$ cat config.mk
export PLATFORM = sky130hd
export DESIGN_NAME = mmio_dev
export DESIGN_NICKNAME = d
export VERILOG_FILES = /design/src/rtl/mmio_dev.sv
export SDC_FILE = /design/constraint.sdc
export NUM_CORES = 1
export LEC_CHECK = 0
export CAP_MARGIN = 15
export CORE_UTILIZATION = 35
export DETAILED_ROUTE_END_ITERATION = 7
export GPL_TIMING_DRIVEN = 0
export PLACE_DENSITY = 0.55
export SLEW_MARGIN = 10
export SYNTH_ARGS = -nofsm -noshare
export SYNTH_HDL_FRONTEND = slang
export SYNTH_SLANG_ARGS = --single-unit
$ cat constraint.sdc
create_clock -name clk -period 4.6 [get_ports clk]
set_input_delay 0.46 -clock clk [delete_from_list [all_inputs] [get_ports clk]]
set_output_delay 0.46 -clock clk [all_outputs]
set_load 0.1 [all_outputs]
$ cat src/rtl/mmio_dev.sv
// Memory-mapped peripheral block with LED, switch, 7-seg and compare-match timer registers.
// Loads are combinational. Stores and the timer update on the rising edge of clk.
module mmio_dev #(
  parameter logic [31:0] BASE = 32'hFFFF_0000
) (
  input  logic        clk,
  input  logic        rst,
  input  logic        DMWr,
  input  logic [2:0]  DMType,
  input  logic [31:0] addr,
  input  logic [31:0] din,
  output logic [31:0] dout,
  output logic        hit,
  input  logic [15:0] sw_in,
  output logic [15:0] led,
  output logic [31:0] seg_data,
  output logic        irq
);

  localparam logic [5:0] IDX_LED  = 6'd0;
  localparam logic [5:0] IDX_SW   = 6'd1;
  localparam logic [5:0] IDX_CNT  = 6'd2;
  localparam logic [5:0] IDX_CMP  = 6'd3;
  localparam logic [5:0] IDX_CTRL = 6'd4;
  localparam logic [5:0] IDX_SEG  = 6'd5;

  logic [15:0] led_q, sw_s1, sw_s2;
  logic [31:0] cnt_q, cmp_q, seg_q;
  logic        en_q, ar_q, flag_q, irqen_q;

  logic [5:0]  idx;
  logic [31:0] rd_reg;
  logic [15:0] hv;
  logic [7:0]  bv;
  logic [3:0]  be;
  logic [31:0] wdat;
  logic        we, wr_led, wr_cnt, wr_cmp, wr_ctrl, wr_seg;
  logic        match, w1c;

  assign hit = (addr[31:8] == BASE[31:8]);
  assign idx = addr[7:2];

  always_comb begin
    rd_reg = '0;
    case (idx)
      IDX_LED:  rd_reg = {16'b0, led_q};
      IDX_SW:   rd_reg = {16'b0, sw_s2};
      IDX_CNT:  rd_reg = cnt_q;
      IDX_CMP:  rd_reg = cmp_q;
      IDX_CTRL: rd_reg = {28'b0, irqen_q, flag_q, ar_q, en_q};
      IDX_SEG:  rd_reg = seg_q;
      default:  rd_reg = '0;
    endcase
  end

  assign hv = addr[1] ? rd_reg[31:16] : rd_reg[15:0];
  assign bv = rd_reg[{addr[1:0], 3'b000} +: 8];

  // Reserved access types decode as word for loads, but never store.
  always_comb begin
    dout = '0;
    if (hit) begin
      case (DMType)
        3'd1:    if (!addr[0]) dout = {{16{hv[15]}}, hv};
        3'd2:    if (!addr[0]) dout = {16'b0, hv};
        3'd3:    dout = {{24{bv[7]}}, bv};
        3'd4:    dout = {24'b0, bv};
        default: if (addr[1:0] == 2'b00) dout = rd_reg;
      endcase
    end
  end

  // The store data is replicated across all lanes, and the byte enables pick the lanes that change.
  always_comb begin
    be   = 4'b0000;
    wdat = din;
    case (DMType)
      3'd0: if (addr[1:0] == 2'b00) be = 4'hF;
      3'd1, 3'd2: begin
        wdat = {2{din[15:0]}};
        if (!addr[0]) be = addr[1] ? 4'hC : 4'h3;
      end
      3'd3, 3'd4: begin
        wdat = {4{din[7:0]}};
        be   = 4'b0001 << addr[1:0];
      end
      default: be = 4'b0000;
    endcase
  end

  assign we      = DMWr && hit && (be != 4'b0000);
  assign wr_led  = we && (idx == IDX_LED);
  assign wr_cnt  = we && (idx == IDX_CNT);
  assign wr_cmp  = we && (idx == IDX_CMP);
  assign wr_ctrl = we && (idx == IDX_CTRL);
  assign wr_seg  = we && (idx == IDX_SEG);

  function automatic logic [31:0] merge(input logic [31:0] old, input logic [3:0] m,
                                        input logic [31:0] nv);
    logic [31:0] r;
    r = old;
    for (int i = 0; i < 4; i++)
      if (m[i]) r[8*i +: 8] = nv[8*i +: 8];
    return r;
  endfunction

  assign match = en_q && (cnt_q == cmp_q);
  assign w1c   = wr_ctrl && be[0] && wdat[2];

  always_ff @(posedge clk) begin
    if (rst) begin
      led_q   <= '0;
      sw_s1   <= '0;
      sw_s2   <= '0;
      cnt_q   <= '0;
      cmp_q   <= '0;
      seg_q   <= '0;
      en_q    <= 1'b0;
      ar_q    <= 1'b0;
      flag_q  <= 1'b0;
      irqen_q <= 1'b0;
    end else begin
      sw_s1 <= sw_in;
      sw_s2 <= sw_s1;
      if (wr_led && be[0]) led_q[7:0]  <= wdat[7:0];
      if (wr_led && be[1]) led_q[15:8] <= wdat[15:8];
      if (wr_cmp) cmp_q <= merge(cmp_q, be, wdat);
      if (wr_seg) seg_q <= merge(seg_q, be, wdat);
      // A CPU store to CNT overrides both the reload and the increment.
      if (wr_cnt)              cnt_q <= merge(cnt_q, be, wdat);
      else if (match && ar_q)  cnt_q <= '0;
      else if (en_q)           cnt_q <= cnt_q + 32'd1;
      if (wr_ctrl && be[0]) begin
        en_q    <= wdat[0];
        ar_q    <= wdat[1];
        irqen_q <= wdat[3];
      end
      flag_q <= match | (flag_q & ~w1c);
    end
  end

  assign led      = led_q;
  assign seg_data = seg_q;
  assign irq      = flag_q & irqen_q;

endmodule

======== Word-level counts from Yosys, hierarchy flattened ========
Index checks and enable logic that the tools add are counted.
storage, ports and cells
  bits in registers ....................... 148
  latch bits .............................. 0
  memory bits (writable) .................. 0
  ROM bits ................................ 0
  bits of input ports ..................... 86
  output and inout bits ................... 82
  memories ................................ 0
operators by class
  $add $sub $neg .......................... 1
  multipliers ............................. 0
  divide/modulo/power cells ............... 0
  order comparisons ....................... 0
  eq/ne operators ......................... 15
  shifts and indexed selects .............. 2
  muxes and demuxes ....................... 19
  bitwise logic cells ..................... 4
  reduce and logical (&&, ||, !) cells .... 32
operators by type and width
  kind                                                                   number
  32-bit 2-to-1 mux                                                      6
  32-bit case mux with 6 select lines                                    1
  32-bit case mux with 4 select lines                                    1
  32-bit case mux with 2 select lines                                    1
  32-bit by 1-bit adder with 32-bit output, second input constant        1
  32-bit equality test                                                   1
  16-bit 2-to-1 mux                                                      2
  8-bit 2-to-1 mux                                                       4
  32-bit by 6-bit indexed part select with 8-bit output                  1
  24-bit equality test, second input constant                            1
  2-bit AND reduction                                                    12
  1-bit logical AND                                                      13
  6-bit by 2-bit equality test with 1-bit output, second input constant  2
  6-bit by 3-bit equality test with 1-bit output, second input constant  2
  4-bit 2-to-1 mux                                                       3
  4-bit case mux with 3 select lines                                     1
  2-bit inequality test, second input constant                           4
  3-bit by 2-bit equality test with 1-bit output, second input constant  2
  6-bit by 1-bit equality test with 1-bit output, second input constant  1
  6-bit zero test                                                        1
  4-bit nonzero test                                                     1
  2-bit OR reduction                                                     2
  1-bit by 2-bit left shift with 4-bit output, first input constant      1
  3-bit by 1-bit equality test with 1-bit output, second input constant  1
  other kinds (7)                                                        8

======== Logic depth before layout (Yosys ltp) ========
Gate-level depths: netlist of the first run.
  depth in word-level cells ............... 11
  mapped depth ............................ 10

======== Worst setup path before layout of the first run ========
Ideal clock, no wire load.
  path type ............................... in2out
  start ................................... in addr[9]
  end ..................................... out dout[1]
  arrival ................................. 7,071 ps
  setup slack ............................. -2,931 ps
  cell stages on the path ................. 6
  path buffers ............................ 0
  cells stage by stage .................... or4_4 -> nor4_4 -> nand2_1 -> inv_1 -> o31ai_1 -> a2111oi_0
between the ends
  word-level cells in the longest chain between the ends .. 2
ends and longest elaborated chain
  what                  RTL line  RTL
  start: declaration    10        input logic [31:0] addr,
  24-bit equality test  40        assign hit = (addr[31:8] == BASE[31:8]);
  named net hit         13        output logic hit,
  32-bit 2-to-1 mux     62        if (hit) begin
  end: declaration      12        output logic [31:0] dout,
The timed path passes the listed nets, and every way through them passes these cells.

======== Final worst setup path of the first run ========
  start ................................... in addr[3]
  end ..................................... out dout[3]
between the ends
  word-level cells in the longest chain between the ends .. 6
  elaborated cells on any way between the ends .. 14
ends and longest elaborated chain
  what                                                                                           RTL line  RTL
  6-bit by 3-bit equality test with 1-bit output (tied with other cells)                         45        case (idx)
  32-bit case mux with 6 select lines *                                                          45
  branches (longest 2 deep; another with 32-bit by 6-bit indexed part select with 8-bit output)  n/a
  32-bit case mux with 4 select lines *                                                          63        case (DMType)
  32-bit 2-to-1 mux *                                                                            62
Every way passes the cells marked *.

==> impl_metrics.csv, run 1 <==
group,metric,value,unit
routing,via_per_inst,5.94,
pwr,power_switching,0.937,mW
routing,drc,0,
logic_synthesis,synthMuxAreaShare,0.124,
routing,drt-pass1-iter-count,7,
global_routing,antenna_found_initial,0,
pwr,p_int,2.15,mW
logic_synthesis,synth_cell_types,74,
cts,insertion_delay,0.44,ns
floorplan,std_cell_rows,58,
logic_synthesis,synth_cells,1109,
logic_synthesis,synth-edff-count,0,
worst_setup_path,required,4.14,ns
pwr,seqPwrFrac,0.420,
global_routing,grt_pass1_wl,57.0,mm
finish,drive_above_1_share,0.116,
logic_synthesis,ys.warnings.count,0,
routing,drt_wl_total,39.2,mm
floorplan,io_pins,168,
timing,fin_skew,0.0115,ns
logic_synthesis,synth_area,0.00903,mm^2
finish,final_util,0.467,
pwr,max-vdd-ir-drop,0.000171,V
timing,fin_crit,4.53,ns
floorplan,initial_utilization,0.358,
global_routing,grt_pass1_vias,9018,
timing,setup_viol,0,
logic_synthesis,synth_compound_area_frac,0.191,
floorplan,die_x,163,um
run_status,outcome,"complete, no violations",
floorplan,coreArea,0.0253,mm^2
cts,cts_max_level,4,
pwr,total_power,3.09,mW
logic_synthesis,ys_ff_latch,148,
min_path,hold_class,"reg2reg",
logic_synthesis,async_flop_share,0,
worst_setup_path,cp_max_fo,10,
timing,period_share,0.985,
timing,finalHoldViolations,0,
logic_synthesis,syn_nets,1196,
placed_design,dpl.cell_count,1601,
placed_design,numPortBuffers,162,
finish,syn_to_final_growth,30.7,%
cts,path_clk_slew,0.08,ns
timing,slew_violations,0,
timing,slew_headroom,0.287,
cts,cts_tree,"yes",
global_routing,grt_use_total,0.295,
floorplan,die_h,163,um
logic_synthesis,synth_top_family_by_area,"simple AND/OR/NAND/NOR gates",
global_routing,grt_max_degree,19,
worst_setup_path,setup.worst_path.class,"in2out",
logic_synthesis,avgSynthCellArea,8.15,um^2
logic_synthesis,synth_xor_area_frac,0.0398,
pwr,power_switching_share,0.303,
worst_setup_path,endpoint_kind,"output port",
cts,clockRootBuffer,"clkbuf_16",
finish,fin_cells,1633,
finish,n_antenna_cell,0,
pwr,p_leak,4.21,nW
cts,hold_buffers,0,
pwr,combPwrFrac,0.111,
logic_synthesis,yosysSeqAreaShare,0.328,
pwr,p_per_area,262,mW/mm^2
floorplan,die_area,0.0265,mm^2
timing,max_freq,0.221,GHz
cts,clock_sinks,148,
worst_setup_path,crit_arrival,4.07,ns
logic_synthesis,synthAdderAreaFrac,0.00139,
logic_synthesis,synth_simple_gate_area_frac,0.263,
placed_design,hpwl,30.4,mm
worst_setup_path,cp-start-kind,"primary input",
placed_design,gp_congestion,0.963,
timing,rsz0062_at_grt,"yes",
finish,final_nets,1377,
flow_run,cap_violations,0,
routing,avgRoutedWirePerCell,24.0,um
pwr,clkPwrFrac,0.469,
global_routing,grt_overflow,0,
routing,via_count,9700,
cts,numCtsBuffers,17,
cts,clock_path_buffers,2,
logic_synthesis,ys.flop_type,"dfxtp_1",
timing,worst_pin_slew,1.04,ns
routing,drt_first_iter_violations,948,
routing,antenna_left,0,
sequential cells by signal, summed over array words and instances, names as in the netlist, 16 cells and up:
signal,flops
sw_s1,16
seg_data,32
sw_s2,16
cnt_q,32
cmp_q,32
led,16
power groups by stage:
stage / Combinational, mW / Sequential [mW] / Clock [mW]
6_report: 0.344 / 1.30 / 1.45
5_1_grt: 0.358 / 1.30 / 1.51
4_1_cts: 0.332 / 1.30 / 1.45
3_5_place_dp: 0.330 / 1.33 / 0
3_3_place_gp: 0.331 / 1.33 / 0
2_1_floorplan: 0.156 / 1.32 / 0
metal layers:
layer  GRT usage  up-vias  share of wire
li1            -     4450              -
met3      0.0710       78           0.11
met2       0.446      569           0.43
met4       0.126        0          0.036
met1       0.397     4603           0.42
met5           0        -              0
critical path, stage by stage:
cell	delay (ns)
clkdlybuf4s50_1	0.49
buf_2	0.23
nor4_2	0.64
and2_1	0.21
buf_2	0.26
buf_2	0.33
nand2_1	0.14
o21ai_0	0.20
o211ai_1	0.13
a21boi_0	0.35
clkdlybuf4s15_2	0.61
area by class of cell:
class	instances	area (um^2)
Multi-Input combinational cell	852	5740
Sequential cell	148	2960
Inverter	21	78.8
Clock buffer	17	425
Clock inverter	15	184
Tap cell	330	413
Fill cell	2558	13400
Buffer	88	394
Timing Repair Buffer	162	1610
worst paths after layout:
check	from	endpoint	slack, ns	cells past startpoint
max	addr[3]	dout[3]	0.07	11
min	sw_s1[6]	sw_s2[6]	0.44	1
max reg2reg	cnt_q[14]	cnt_q[20]	1.67	8
min reg2reg	sw_s1[6]	sw_s2[6]	0.44	1
through the flow:
step	setup WS (ns)	hold slack, ns	TNS (ns)	cell area [um^2]
2_1_floorplan	-0.406	0.414	-1.11	9150
3_3_place_gp	-0.705	0.421	-13.05	11200
3_5_place_dp	-0.740	0.424	-13.75	11200
4_1_cts	0.000447	0.442	0	11800
5_1_grt	-0.00453	0.459	-0.00453	11800
6_report	0.0681	0.438	0	11800
Yosys cell counts, drive strengths merged (13+ instances only):
cell      n  area, um^2
a211oi   31         233
a21oi    64         320
a22oi    30         225
and2     13        81.3
buf      27         164
clkbuf   61         229
dfxtp   148        2960
inv      20        75.1
mux2     17         191
mux2i    93         931
nand2    91         342
nand3    41         215
nand4    27         184
nor2    128         483
nor2b    40         250
nor3     43         288
nor4     15         121
o211ai   18         135
o21ai    25         125
o221ai   17         149
xnor2    34         298
cells in the final DEF, fill, tap and decap left out, types with 21 or more instances in the layout:
| master | count |
|---|---|
| a211oi_1 | 31 |
| a21oi_1 | 64 |
| a22oi_1 | 30 |
| clkbuf_1 | 61 |
| clkdlybuf4s15_2 | 21 |
| clkdlybuf4s50_1 | 130 |
| dfxtp_1 | 148 |
| mux2i_1 | 93 |
| nand2_1 | 91 |
| nand3_1 | 39 |
| nand4_1 | 26 |
| nor2_1 | 127 |
| nor2b_1 | 40 |
| o21ai_0 | 24 |
| xnor2_1 | 34 |
logic make-up (layout without fill, tap and decap cells):
| group | after synthesis | in the layout |
|---|---|---|
| DFF | 148 | 148 |
| and+or+nand+nor | 449 | 449 |
| adders and majority gates | 1 | 1 |
| xor gates and xnor gates | 41 | 41 |
| AOI/OAI and AO/OA | 251 | 251 |
| buffers and inverters | 109 | 303 |
| muxes | 110 | 110 |
what timing repair did:
item                       CTS  global route
buffers inserted             0             0
cloned                       0             0
setup endpoints to repair   32            28
pin swaps                    0             0
resized for setup           84            16
Note: power is estimated with default switching activity, not from simulation.
==> run 2, diff against run 1 <==
--- a/config.mk
+++ b/config.mk
@@ -5,11 +5,12 @@
 export SDC_FILE = /design/constraint.sdc
 export NUM_CORES = 1
 export LEC_CHECK = 0
+export ABC_AREA = 1
 export CAP_MARGIN = 15
 export CORE_UTILIZATION = 35
 export DETAILED_ROUTE_END_ITERATION = 7
 export GPL_TIMING_DRIVEN = 0
-export PLACE_DENSITY = 0.55
+export PLACE_DENSITY = 0.54
 export SLEW_MARGIN = 10
 export SYNTH_ARGS = -nofsm -noshare
 export SYNTH_HDL_FRONTEND = slang
==> run 2 against run 1 <==
Compared with the run above:
- setup slack worse by 0.051 ns
- critical path depth shrank 1
- die area up 11%
- sequential power is essentially flat
- register-to-register slack improved by 0.15 ns
- clock skew is essentially flat
- worst hold slack worse by 0.037 ns
- highest routed layer is now met5
- non-clock buffer count decreased by 24
- fmax fell by 1.1%
- critical endpoint is now dout[5]
- sequential cell count stayed put
==> impl_metrics.csv, run 2 <==
group,metric,value,unit
min_path,hold_class,"reg2reg",
logic_synthesis,ys.warnings.count,0,
min_path,whs_path_depth,2,
cts,path_clk_slew,0.07,ns
global_routing,grt_use_total,0.333,
global_routing,antenna_found_initial,1,
worst_setup_path,r2r_start,"cnt_q[5]",
pwr,clkPwrFrac,0.482,
logic_synthesis,synth_cell_types,40,
routing,via_count,12100,
worst_setup_path,required,4.14,ns
floorplan,io_pins,168,
min_path,holdPathEnd,"sw_s2[10]",
flow_run,cap_violations,0,
timing,finalHoldViolations,0,
cts,numCtsBuffers,17,
worst_setup_path,critPathBufInv,4,
floorplan,coreArea,0.0279,mm^2
cts,clockRootBuffer,"clkbuf_16",
global_routing,grt_max_degree,19,
worst_setup_path,r2r_cells,14,
logic_synthesis,synth_cells,1763,
timing,slew_headroom,0.322,
floorplan,die_x,171,um
logic_synthesis,ys_ff_latch,148,
pwr,p_per_area,247,mW/mm^2
worst_setup_path,critPathSlowestCell,"buf_1",
routing,drt-pass1-iter-count,7,
routing,via_per_inst,5.19,
finish,final_nets,2036,
finish,drive_above_1_share,0.0627,
cts,clock_sinks,148,
placed_design,dpl_cell_area,0.0122,mm^2
floorplan,initial_utilization,0.359,
worst_setup_path,critPathTopFamily,"buffers and inverters",
timing,max_freq,0.218,GHz
finish,syn_to_final_growth,26.9,%
routing,avgRoutedWirePerCell,20.4,um
logic_synthesis,yosysSeqAreaShare,0.296,
worst_setup_path,crit_arrival,4.12,ns
placed_design,hpwl,38.4,mm
worst_setup_path,cpMostUsedCell,"a21oi_1",
finish,n_antenna_cell,0,
placed_design,dpl.cell_count,2308,
routing,drt_wl_total,47.8,mm
worst_setup_path,endpoint_kind,"output port",
worst_setup_path,setup.worst_path.class,"in2out",
logic_synthesis,avgSynthCellArea,5.68,um^2
worst_setup_path,cp_max_fo,10,
worst_setup_path,cp-start-kind,"primary input",
floorplan,die_area,0.0293,mm^2
cts,clock_path_buffers,2,
timing,setup_viol,0,
finish,final_common_cell,"nand2_1",
timing,fin_skew,0.0118,ns
worst_setup_path,crit_chain,"clkdlybuf4s50_1 > nor2_1 > nand3_1 > clkinv_1 > buf_1 > a21oi_1 > a31oi_1 > a21oi_1 > a21oi_1 > clkdlybuf4s15_2",
finish,final_cell_mix,"nand2_1, nor2_1, inv_1",
pwr,power_switching_share,0.300,
timing,period_share,0.996,
cts,cts_setup_buffers,0,
logic_synthesis,synth-edff-count,0,
finish,final_area,0.0127,mm^2
placed_design,numPortBuffers,167,
global_routing,grt_pass1_vias,11400,
logic_synthesis,yosysMostFrequentCell,"nand2_1",
placed_design,gp_congestion,1.02,
logic_synthesis,yosys.area.top_type_share,0.296,
pwr,max-vdd-ir-drop,0.000281,V
logic_synthesis,synthTopCellsByArea,"dfxtp_1, nand2_1, nor2_1",
pwr,p_int,2.20,mW
logic_synthesis,async_flop_share,0,
floorplan,std_cell_rows,61,
routing,antenna_left,0,
logic_synthesis,synth_area,0.0100,mm^2
cts,cts_tree,"yes",
worst_setup_path,max_stage_delay,0.61,ns
global_routing,grt_overflow,0,
worst_setup_path,reg2reg_to,"cnt_q[27]",
logic_synthesis,synthTopCellsByCount,"nand2_1, nor2_1, inv_1",
pwr,combPwrFrac,0.106,
timing,slew_violations,0,
min_path,hp-start,"sw_s1[10]",
finish,fin_cells,2340,
timing,fin_crit,4.58,ns
logic_synthesis,ys.flop_type,"dfxtp_1",
cts,insertion_delay,0.45,ns
pwr,power_switching,0.944,mW
floorplan,die_h,171,um
routing,drc,0,
cts,hold_buffers,0,
logic_synthesis,syn_nets,1850,
timing,worst_pin_slew,1.01,ns
cts,cts_max_level,4,
timing,rsz0062_at_grt,"no",
run_status,outcome,"complete, no violations",
logic_synthesis,synth_area_leader_cell,"dfxtp_1",
pwr,seqPwrFrac,0.412,
global_routing,grt_pass1_wl,70.6,mm
worst_setup_path,rrSetupSlack,1.82,ns
routing,drt_first_iter_violations,1257,
pwr,p_leak,6.04,nW
[run 2: cell types whose count changed in the layout (fill, tap and decap cells not counted), moves of 40 or more]
cell,change
mux2i_1,-93
o21ai_0,+66
nand2_1,+444
nor2_1,+204
nor2b_1,-40
inv_1,+237
[run 2: worst max-delay path by stage]
stage / from / end / slack (ns) / cells after the start
2_1_floorplan: addr[15] / dout[23] / 0.71 / 9
3_3_place_gp: addr[7] / dout[4] / -0.48 / 10
3_5_place_dp: addr[7] / dout[5] / -0.48 / 10
4_1_cts: addr[7] / dout[22] / 0.006 / 11
5_1_grt: addr[7] / dout[1] / 0.006 / 11
6_report: addr[7] / dout[5] / 0.02 / 10
[run 2: repair_timing]
action / 4_1_cts / 5_1_grt
gates resized for setup: 55 / 39
cloned: 0 / 0
setup endpoints to repair: 31 / 24
[run 2: final cells by class]
class                   count  area, um^2
plain buffers              59         293
clock buffers              17         425
clock inverters            15         203
fillers                  3079       15200
inverters                 262         983
multi-input cells        1294        5780
flip-flops and latches    148        2960
well taps                 378         473
repair buffers            167        1590
[run 2: worst reg2reg max path, stage by stage (launching register included)]
cell and delay, ns:
dfxtp_1 0.31, clkbuf_1 0.41, inv_1 0.12, nand2_1 0.12
nand2_1 0.09, nor2_1 0.11, nand2_1 0.06, nor2_1 0.08
nand2_1 0.06, nor2_1 0.10, nand3_1 0.44, nand2_1 0.55
nor2_1 0.11, nor2_1 0.11, nor2_1 0.04
[run 2: routing by layer]
metal,GRT usage,wire [um],vias to the layer above
met4,0.144,1910,2
met5,0,11,-
li1,-,-,5868
met1,0.450,21000,5566
met3,0.0564,3840,96
met2,0.521,21100,617
[run 2: power by group through the flow]
stage	Clock, mW	Combinational (mW)	Sequential, mW
finish	1.51	0.333	1.30
global route	1.57	0.353	1.30
CTS	1.52	0.324	1.30
detailed placement	0	0.324	1.33
global placement	0	0.323	1.33
floorplan	0	0.145	1.33
[run 2: logic make-up after synthesis]
family                   share of synthesized area
AND/OR/NAND/NOR                              0.416
buffers and inverters                        0.127
XOR/XNOR                                    0.0192
flip-flops                                   0.296
AO/OA/AOI/OAI                                0.140
adder cells (fa/ha/maj)                    0.00125
[run 2: metrics by stage]
step	hold slack (ns)	util	setup WS [ns]	power (mW)	setup TNS (ns)
after CTS	0.403	0.458	0.00611	3.14	0
after floorplan	0.388	-	0.709	1.47	0
after global placement	0.392	0.435	-0.476	1.65	-6.66
after detailed placement	0.393	0.435	-0.475	1.65	-7.58
final	0.401	0.455	0.0176	3.14	0
after global routing	0.422	0.455	0.00585	3.22	0
